**config.mk**
```make
export PLATFORM = sky130hd
export DESIGN_NAME = lsu
export DESIGN_NICKNAME = d
export VERILOG_FILES = /design/src/rtl/lsu_pkg.sv /design/src/rtl/lsu_align.sv /design/src/rtl/lsu.sv
export SDC_FILE = /design/constraint.sdc
export NUM_CORES = 1
export LEC_CHECK = 0
export BUFFER_PORTS_ARGS = -buffer_cell sky130_fd_sc_hd__clkbuf_2
export CAP_MARGIN = 25
export CELL_PAD_IN_SITES_DETAIL_PLACEMENT = 0
export CELL_PAD_IN_SITES_GLOBAL_PLACEMENT = 1
export CORE_ASPECT_RATIO = 1.2
export CORE_MARGIN = 3
export CORE_UTILIZATION = 40
export DETAILED_ROUTE_END_ITERATION = 6
export GPL_TIMING_DRIVEN = 0
export PLACE_DENSITY = 0.88
export SYNTH_ARGS = -nofsm -noshare
export SYNTH_HDL_FRONTEND = slang
export SYNTH_SLANG_ARGS = --single-unit
```
**constraint.sdc**
```tcl
create_clock -name clk -period 4 [get_ports clk]
set_clock_uncertainty 0.05 [all_clocks]
set_input_delay 0 -clock clk [delete_from_list [all_inputs] [get_ports clk]]
set_output_delay 0 -clock clk [all_outputs]
set_load 0.05 [all_outputs]
```
**src/rtl/lsu_pkg.sv**
```systemverilog
// Shared definitions for the load/store unit: funct3 encodings, FSM states
// and the big-endian lane position helper.
package lsu_pkg;

  localparam logic [2:0] FUNCT3_B  = 3'b000;
  localparam logic [2:0] FUNCT3_H  = 3'b001;
  localparam logic [2:0] FUNCT3_W  = 3'b010;
  localparam logic [2:0] FUNCT3_BU = 3'b100;
  localparam logic [2:0] FUNCT3_HU = 3'b101;

  typedef enum logic [1:0] {
    IDLE = 2'd0,
    BUS  = 2'd1,
    RESP = 2'd2
  } state_t;

  // Bit index of the least significant bit of byte lane 'off' in a
  // big-endian word: offset 0 lives in [31:24], offset 3 in [7:0].
  function automatic logic [4:0] lane_lsb(input logic [1:0] off);
    return {~off, 3'b000};
  endfunction

endpackage

```
**src/rtl/lsu_align.sv**
```systemverilog
// Combinational request checker, byte-lane steering for the memory port and
// load data extraction/extension.
module lsu_align
  import lsu_pkg::*;
(
  input  logic        is_write,
  input  logic [2:0]  mode,
  input  logic [1:0]  off,
  input  logic [31:0] wdata,
  output logic        legal,
  output logic [3:0]  be,
  output logic [31:0] lane_wdata,
  input  logic [2:0]  ld_mode,
  input  logic [1:0]  ld_off,
  input  logic [31:0] rdata,
  output logic [31:0] ld_data
);

  logic mode_ok;
  logic aligned;
  logic [7:0]  byte_v;
  logic [15:0] half_v;

  // Legality: unsigned modes are load-only, halves need even, words need
  // word-aligned addresses.
  always_comb begin
    mode_ok = 1'b0;
    aligned = 1'b0;
    case (mode)
      FUNCT3_B:  begin mode_ok = 1'b1;      aligned = 1'b1;         end
      FUNCT3_BU: begin mode_ok = !is_write; aligned = 1'b1;         end
      FUNCT3_H:  begin mode_ok = 1'b1;      aligned = !off[0];      end
      FUNCT3_HU: begin mode_ok = !is_write; aligned = !off[0];      end
      FUNCT3_W:  begin mode_ok = 1'b1;      aligned = (off == 2'b00); end
      default:   begin mode_ok = 1'b0;      aligned = 1'b0;         end
    endcase
    legal = mode_ok && aligned;
  end

  // Byte enables and replicated store data; loads use the same enables.
  always_comb begin
    case (mode[1:0])
      2'b00: begin
        be         = 4'b1000 >> off;
        lane_wdata = {4{wdata[7:0]}};
      end
      2'b01: begin
        be         = off[1] ? 4'b0011 : 4'b1100;
        lane_wdata = {2{wdata[15:0]}};
      end
      default: begin
        be         = 4'b1111;
        lane_wdata = wdata;
      end
    endcase
  end

  // Pick the addressed lane out of the read word and extend it.
  always_comb begin
    byte_v = rdata[lane_lsb(ld_off) +: 8];
    half_v = rdata[lane_lsb(ld_off | 2'b01) +: 16];
    case (ld_mode)
      FUNCT3_B:  ld_data = {{24{byte_v[7]}}, byte_v};
      FUNCT3_BU: ld_data = {24'd0, byte_v};
      FUNCT3_H:  ld_data = {{16{half_v[15]}}, half_v};
      FUNCT3_HU: ld_data = {16'd0, half_v};
      default:   ld_data = rdata;
    endcase
  end

endmodule

```
**src/rtl/lsu.sv**
```systemverilog
// Load/store unit top: request capture, memory req/ack handshake with an
// optional ack timeout, and the writeback response register.
module lsu
  import lsu_pkg::*;
#(
  parameter int unsigned ACK_TIMEOUT = 255
) (
  input  logic        clk,
  input  logic        rst_n,
  input  logic        req_valid,
  output logic        req_ready,
  input  logic        req_is_write,
  input  logic [2:0]  req_mode,
  input  logic [31:0] req_addr,
  input  logic [31:0] req_wdata,
  output logic        rsp_valid,
  input  logic        rsp_ready,
  output logic [31:0] rsp_rdata,
  output logic        rsp_err,
  output logic        mem_req,
  output logic        mem_we,
  output logic [31:0] mem_addr,
  output logic [3:0]  mem_be,
  output logic [31:0] mem_wdata,
  input  logic        mem_ack,
  input  logic [31:0] mem_rdata
);

  state_t      state;
  logic [31:0] cnt;
  logic [2:0]  cap_mode;
  logic [1:0]  cap_off;

  logic        legal;
  logic [3:0]  be;
  logic [31:0] lane_wdata;
  logic [31:0] ld_data;
  logic        timeout;

  lsu_align u_align (
    .is_write   (req_is_write),
    .mode       (req_mode),
    .off        (req_addr[1:0]),
    .wdata      (req_wdata),
    .legal      (legal),
    .be         (be),
    .lane_wdata (lane_wdata),
    .ld_mode    (cap_mode),
    .ld_off     (cap_off),
    .rdata      (mem_rdata),
    .ld_data    (ld_data)
  );

  // The count holds the number of ack-less BUS cycles already completed, so
  // the abort lands after exactly ACK_TIMEOUT cycles of mem_req.
  assign timeout = (ACK_TIMEOUT != 0) && ((cnt + 32'd1) == ACK_TIMEOUT);

  // Control FSM with all outputs registered.
  always_ff @(posedge clk or negedge rst_n) begin
    if (!rst_n) begin
      state     <= IDLE;
      cnt       <= 32'd0;
      cap_mode  <= 3'd0;
      cap_off   <= 2'd0;
      req_ready <= 1'b1;
      rsp_valid <= 1'b0;
      rsp_err   <= 1'b0;
      rsp_rdata <= 32'd0;
      mem_req   <= 1'b0;
      mem_we    <= 1'b0;
      mem_addr  <= 32'd0;
      mem_be    <= 4'd0;
      mem_wdata <= 32'd0;
    end else begin
      case (state)
        IDLE: begin
          if (req_valid) begin
            cap_mode  <= req_mode;
            cap_off   <= req_addr[1:0];
            req_ready <= 1'b0;
            if (legal) begin
              state     <= BUS;
              cnt       <= 32'd0;
              mem_req   <= 1'b1;
              mem_we    <= req_is_write;
              mem_addr  <= {req_addr[31:2], 2'b00};
              mem_be    <= be;
              mem_wdata <= req_is_write ? lane_wdata : 32'd0;
            end else begin
              state     <= RESP;
              rsp_valid <= 1'b1;
              rsp_err   <= 1'b1;
              rsp_rdata <= 32'd0;
            end
          end
        end
        BUS: begin
          if (mem_ack || timeout) begin
            state     <= RESP;
            rsp_valid <= 1'b1;
            rsp_err   <= !mem_ack;
            rsp_rdata <= (mem_ack && !mem_we) ? ld_data : 32'd0;
            mem_req   <= 1'b0;
            mem_we    <= 1'b0;
            mem_addr  <= 32'd0;
            mem_be    <= 4'd0;
            mem_wdata <= 32'd0;
          end else begin
            cnt <= cnt + 32'd1;
          end
        end
        RESP: begin
          if (rsp_ready) begin
            state     <= IDLE;
            rsp_valid <= 1'b0;
            rsp_err   <= 1'b0;
            rsp_rdata <= 32'd0;
            req_ready <= 1'b1;
          end
        end
        default: begin
          state     <= IDLE;
          req_ready <= 1'b1;
          rsp_valid <= 1'b0;
          mem_req   <= 1'b0;
        end
      endcase
    end
  end

endmodule

```
======== Word-level counts from Yosys, hierarchy flattened ========
Index checks and enable logic that the tools add are counted.
cells by class
  $add $sub $neg .......................... 1
  equal/unequal tests ..................... 17
  shifts and indexed selects .............. 3
  multiplexer cells ....................... 50
  bitwise operators ....................... 4
  reductions and logical operators ........ 26
operators with widths
  cell                                                                    number
  32-bit two-way mux                                                      14
  32-bit one-hot mux with 2 select lines                                  4
  32-bit one-hot mux with 4 select lines                                  1
  32-bit one-hot mux with 3 select lines                                  1
  32-bit by 1-bit adder with 32-bit output, second input constant         1
  32-bit by 8-bit equality test with 1-bit output, second input constant  1
  32-bit by 6-bit indexed part select with 16-bit output                  1
  32-bit by 6-bit indexed part select with 8-bit output                   1
  4-bit two-way mux                                                       4
  4-bit one-hot mux with 2 select lines                                   2
  4-bit AND reduction                                                     4
  1-bit one-hot mux with 3 select lines                                   5
  3-bit equality test, second input constant                              4
  1-bit two-way mux                                                       12
  2-bit != test, second input constant                                    6
  2-bit two-way mux                                                       4
  3-bit by 1-bit equality test with 1-bit output, second input constant   2
  2-bit zero test                                                         3
  3-bit zero test                                                         2
  2-bit one-hot mux with 3 select lines                                   1
  3-bit AND reduction                                                     2
  2-bit OR reduction                                                      3
  5-bit AND reduction                                                     1
  2-bit by 1-bit equality test with 1-bit output, second input constant   2
  13 further kinds                                                        20
storage, ports and cells
  bits in registers ....................... 144
  input bits .............................. 105
  output and inout port bits .............. 105
  word-level logic and storage cells ...... 114

======== Logic depth before layout (Yosys ltp) ========
  word-level depth ........................ 7
  depth in mapped cells ................... 12
  mapped depth without buffers ............ 9

======== Modules after synthesis ========
A second synthesis with hierarchy kept.
unflattened totals
  cells, all modules ...................... 750
  area total of the unflattened synthesis .. 7628.6 µm²
modules (own cells, without submodules)
  module     times used  cells each  area each (µm²)  seq. area each (µm²)
  lsu        1           578         6391.1           3554.7
  lsu_align  1           172         1237.4           0.0

======== Worst setup path before layout ========
Ideal clock, no wire load.
  path kind ............................... register to register
  start ................................... reg cnt[1]
  end ..................................... reg cnt[1]
  library setup time ...................... 0.125 ns
  data arrival time ....................... 3.375 ns
  data required time ...................... 3.825 ns
  path slack .............................. 0.449 ns
  stages on the path, launching flop included .. 12
  buffers on the path ..................... 2
  clock period less this slack ............ 3.551 ns
  cells stage by stage .................... dfrtp_1 > ha_1 > nand4_1 > or4_1 > clkbuf_1 > o21ai_1 > nand4_1 > or4_1 > or4_1 > buf_2 > a21o_4 > mux2_4
on the way
  longest elaborated chain between the ends .. 5
  elaborated cells on any way between the ends .. 7
  classes of those cells .................. add/sub: 1; eq/ne: 2; mux: 2; reduce/logical: 2
ends and longest elaborated chain
  item                                             RTL line               text
  start, declared                                  lsu.sv:30              logic [31:0] cnt;
  start signal, assigned                           lsu.sv:109             cnt <= cnt + 32'd1;
  32-bit by 1-bit adder with 32-bit output (*)     lsu.sv:56, lsu.sv:109
  32-bit by 8-bit equality test with 1-bit output  lsu.sv:56              assign timeout = (ACK_TIMEOUT != 0) && ((cnt + 32'd1) == ACK_TIMEOUT);
  1-bit logical OR                                 lsu.sv:98              if (mem_ack || timeout) begin
  2-bit != test (no source line)                   n/a
  4-bit AND reduction (no source line)             n/a
Mark *: on every way between the ends. The rest lies on a longest branch, timed or not. The select of a mux whose other input is x is not followed.
A chain may end at the register's enable or synchronous reset.

======== Final worst setup path ========
  start ................................... reg cnt[2]
  end ..................................... reg cnt[1]
on the way
  longest elaborated chain between the ends .. 5
ends and longest elaborated chain
  item                                             RTL line
  32-bit by 1-bit adder with 32-bit output         lsu.sv:56
  32-bit by 8-bit equality test with 1-bit output  lsu.sv:56
  1-bit logical OR                                 lsu.sv:98
  2-bit != test (no source line)                   n/a
  4-bit AND reduction (no source line)             n/a
Every way passes these cells.

==> results.toml <==
[power_and_ir_drop]
vdd.ir_drop.worst_mv = 0.708
power-per-cell-area_mw_per_mm2 = 726
p_leak_nw = 4.98

[setup_path]
critPathCapture = "cnt[1]"
reg2reg_to = "cnt[1]"
path_class = "flip-flop to flip-flop"
rrSetupSlack_ps = 170
critical_path.startpoint = "cnt[2]"
setup.worst_path.start_class = "flip-flop"
data_arrival_time_of_the_critical_path_ps = 4070
sort_of_element_at_the_end_of_the_critical_path = "flip-flop"
worstPathRequired_ps = 4250
worst-path-max-fanout = 9
crit-reg2reg-launch = "cnt[2]"
reg2reg_depth = 11

[logic_synthesis]
seq_area_frac_synth_pct = 47.8
synthDominantCellAreaShare_pct = 47.5
netlist_cell_types = 62
synth-simple-area-share_pct = 14.6
syn-mean-instance-area_um2 = 9.97
post_synth_fa_ha_maj_area_fraction_pct = 0.337
syn-instance-count = 745
synth_compound_area_share_pct = 23.7
synth_top_cells_by_area = "sky130_fd_sc_hd__dfrtp_1 (47%), sky130_fd_sc_hd__a22o_1 (7.7%), sky130_fd_sc_hd__mux2i_1 (4.3%)"
synthArstFlopShare_pct = 100
synth-main-ff-cell = "sky130_fd_sc_hd__dfrtp_1"
synth_area_mm2 = 0.00743
synth_top_cell_by_area = "sky130_fd_sc_hd__dfrtp_1"
synth.mux.area_fraction_pct = 5.88
synth.yosys.warnings = 0
ys_ff_latch = 142
synthXorXnorAreaFrac_pct = 1.41
dominant_combinational_cell_family_by_area_after_synthesis = "compound AO/OA/AOI/OAI gates"
synth-edff-count = 0

[routing]
routed-via-count = 7344
wl_um = 24200
drt_first_pass_iters = 5
antenna_left = 0
post_detailed_route_via_to_cell_ratio = 5.60
drtIter0Drc = 540
drc = 0
routed_wire_length_per_instance_um = 18.4

[sta]
relSlewSlack_pct = 30.6
final_number_of_hold_violating_endpoints = 0
timing.final.ws_setup_ps = 172
rsz0062_at_grt = "no"
finalWorstPathRequiredPeriod_ps = 3830
setup_viol = 0
finalSetupTns_ps = 0
transition_at_the_pin_with_the_smallest_max_transition_slack_ps = 1030
maxSlewViolCount = 0
whs_ps = 18.0
max_freq_mhz = 261
layout_worst_path_cycle_share_pct = 95.7

[job]
maxCapViolCount = 0

[worst_hold_path]
hold_path_class = "primary input to asynchronous set/reset pin"

[cts]
clkLatencyLatePin_ps = 420
cts.clk_slew.worst_paths_ps = 70
cts_num_sinks = 142
cts_tree = "yes"
cts_inserted_buffers = 17
cts_htree_levels = 4
clockBufferDepth = 2
buffer_cell_driving_the_clock_tree_root = "sky130_fd_sc_hd__clkbuf_16"

[finish]
finish.instance_area_mm2 = 0.0105
layout_cells_sized_above_1_pct = 27.7
area_growth_syn_to_layout_pct = 41.4
antenna-diode-count = 0
layout.nets = 1187
layout.filler_cells = 1470

[floorplanning]
die-width_um = 130
fp.dieH_um = 155
design.portCount = 210
row_count = 53
initial_utilization_pct = 41.6
die_area_mm2 = 0.0203
design.core.area_mm2 = 0.0178

[grt]
remaining_global_route_overflow = 0
initial_antenna_violation_count = 0
grt_pass1_vias = 7518
wire_length_of_the_first_global_routing_pass_um = 39200
grt_use_total_pct = 24.2
grt_max_degree = 105

[placement]
io_buffers = 207
pre_cts_ws_ps = -385
gp_congestion = 0.886
detailed_place_hpwl_um = 16400
placed_area_mm2 = 0.00878

[outcome]
outcome = "finished, final reports clean"
[Yosys cell counts, types with 6 or more instances]
master                      instances
sky130_fd_sc_hd__dfrtp_1          141
sky130_fd_sc_hd__a22o_1            65
sky130_fd_sc_hd__inv_1             56
sky130_fd_sc_hd__nand2_1           41
sky130_fd_sc_hd__clkbuf_1          36
sky130_fd_sc_hd__mux2i_1           32
sky130_fd_sc_hd__o21ai_0           30
sky130_fd_sc_hd__nor3_1            29
sky130_fd_sc_hd__a31oi_1           26
sky130_fd_sc_hd__nor2_1            25
sky130_fd_sc_hd__o21ai_1           24
sky130_fd_sc_hd__nand2b_1          21
sky130_fd_sc_hd__nand3_1           21
sky130_fd_sc_hd__o2bb2ai_1         17
sky130_fd_sc_hd__a221oi_1          16
sky130_fd_sc_hd__nand4_1           12
sky130_fd_sc_hd__o21ai_2           12
sky130_fd_sc_hd__xnor2_1           12
sky130_fd_sc_hd__a21o_1            11
sky130_fd_sc_hd__or4_1             11
sky130_fd_sc_hd__a21oi_1           10
sky130_fd_sc_hd__buf_2              9
sky130_fd_sc_hd__or3_1              8
sky130_fd_sc_hd__mux2_2             7
sky130_fd_sc_hd__nor4_1             7
sky130_fd_sc_hd__and3_1             6
sky130_fd_sc_hd__buf_1              6
[power breakdown]
part	internal [mW]	total (mW)	switching (mW)
Sequential	1.97	2.40	0.425
Clock	0.955	1.60	0.640
Combinational	1.04	3.64	2.60
Total	3.97	7.63	3.66
[cell type report]
cell class                 instances  area [um^2]  area share, %
buffer                            53          246           2.35
clock buffer                      20          457           4.35
clock inverter                    11          133           1.26
inverter                          56          210           2.00
multi-input combinational        492         3460           32.9
sequential                       142         3560           33.9
tap                              220          275           2.62
timing repair buffer             318         2170           20.6
[worst max-delay path, stage by stage, from the launching register on]
cell and delay, ps:
sky130_fd_sc_hd__dfrtp_1 310, sky130_fd_sc_hd__buf_2 170, sky130_fd_sc_hd__nand4_2 200, sky130_fd_sc_hd__or4_1 550
sky130_fd_sc_hd__buf_2 190, sky130_fd_sc_hd__or4_4 540, sky130_fd_sc_hd__xnor2_1 150, sky130_fd_sc_hd__nand4_1 180
sky130_fd_sc_hd__or4_1 560, sky130_fd_sc_hd__buf_2 220, sky130_fd_sc_hd__a21o_4 280, sky130_fd_sc_hd__mux2_4 300
[state kept, by name, indices dropped and copies added (netlist names), 2 cells and up]
name       flops
cap_off        2
cap_mode       3
rsp_rdata     32
mem_addr      30
mem_wdata     32
mem_be         4
state          2
cnt           32
[routing by layer]
layer / wire (um) / vias up / global-route usage, %
met5: 0 / - / 0
met4: 872 / 0 / 10.3
met3: 1430 / 65 / 5.36
met2: 11900 / 301 / 40.4
met1: 10000 / 3544 / 30.1
li1: - / 3434 / -
[kinds of logic (layout without fill, tap and decap cells)]
family	count (synthesis)	after routing
flops	142	142
buf+inv	112	458
xor+xnor	12	12
compound gates	235	235
simple gates	200	200
other cells	1	2
fa+ha+maj	2	2
mux	41	41
[worst min-delay path by stage]
stage          depth (start not counted)             to          from  slack, ps
6_report                               2  rsp_rdata[11]         rst_n         20
5_1_grt                                2  rsp_rdata[30]         rst_n         30
4_1_cts                                5        mem_req     req_valid          9
3_5_place_dp                           1  rsp_rdata[30]         rst_n       -100
3_3_place_gp                           2   mem_addr[15]  req_addr[15]        170
2_1_floorplan                          0    cap_mode[0]         rst_n       -350
[metrics by stage]
stage	std cells	total power, mW	utilization (%)
2_1_floorplan	746	4.93	-
3_3_place_gp	1173	5.84	49.0
3_5_place_dp	1174	5.89	49.2
4_1_cts	1314	7.61	58.8
5_1_grt	1312	8.03	58.9
6_report	1312	7.63	58.9
[repair_timing]
| item | in CTS | in global routing |
|---|---|---|
| setup buffers | 1 | 1 |
| pin swaps | 1 | 1 |
| gates resized for setup | 5 | 18 |
| setup endpoints to repair | 124 | 89 |
| hold buffers | 108 | 0 |
| endpoints found under the hold margin | 242 | 0 |
[layout by cell type (no fill, tap or decap), types with 4 or more instances in the layout]
cell,count
sky130_fd_sc_hd__a21oi_1,10
sky130_fd_sc_hd__a31oi_1,26
sky130_fd_sc_hd__or4_1,9
sky130_fd_sc_hd__nand2b_1,21
sky130_fd_sc_hd__nand2_1,41
sky130_fd_sc_hd__clkinv_4,4
sky130_fd_sc_hd__and3_1,6
sky130_fd_sc_hd__nor4_1,6
sky130_fd_sc_hd__clkbuf_16,17
sky130_fd_sc_hd__nor2_1,25
sky130_fd_sc_hd__dfrtp_1,138
sky130_fd_sc_hd__o2bb2ai_1,17
sky130_fd_sc_hd__dlygate4sd3_1,108
sky130_fd_sc_hd__inv_1,56
sky130_fd_sc_hd__nor3_1,29
sky130_fd_sc_hd__o21ai_2,13
sky130_fd_sc_hd__buf_1,4
sky130_fd_sc_hd__xnor2_1,12
sky130_fd_sc_hd__nand4_1,12
sky130_fd_sc_hd__mux2_2,7
sky130_fd_sc_hd__clkbuf_1,31
sky130_fd_sc_hd__a22o_1,65
sky130_fd_sc_hd__buf_2,10
sky130_fd_sc_hd__or3_1,8
sky130_fd_sc_hd__o21ai_0,30
sky130_fd_sc_hd__clkbuf_2,210
sky130_fd_sc_hd__nand3_1,21
sky130_fd_sc_hd__mux2i_1,32
sky130_fd_sc_hd__o21ai_1,23
sky130_fd_sc_hd__a21o_1,11
sky130_fd_sc_hd__a221oi_1,16
sky130_fd_sc_hd__buf_4,4
(Power assumes the default switching activity.)
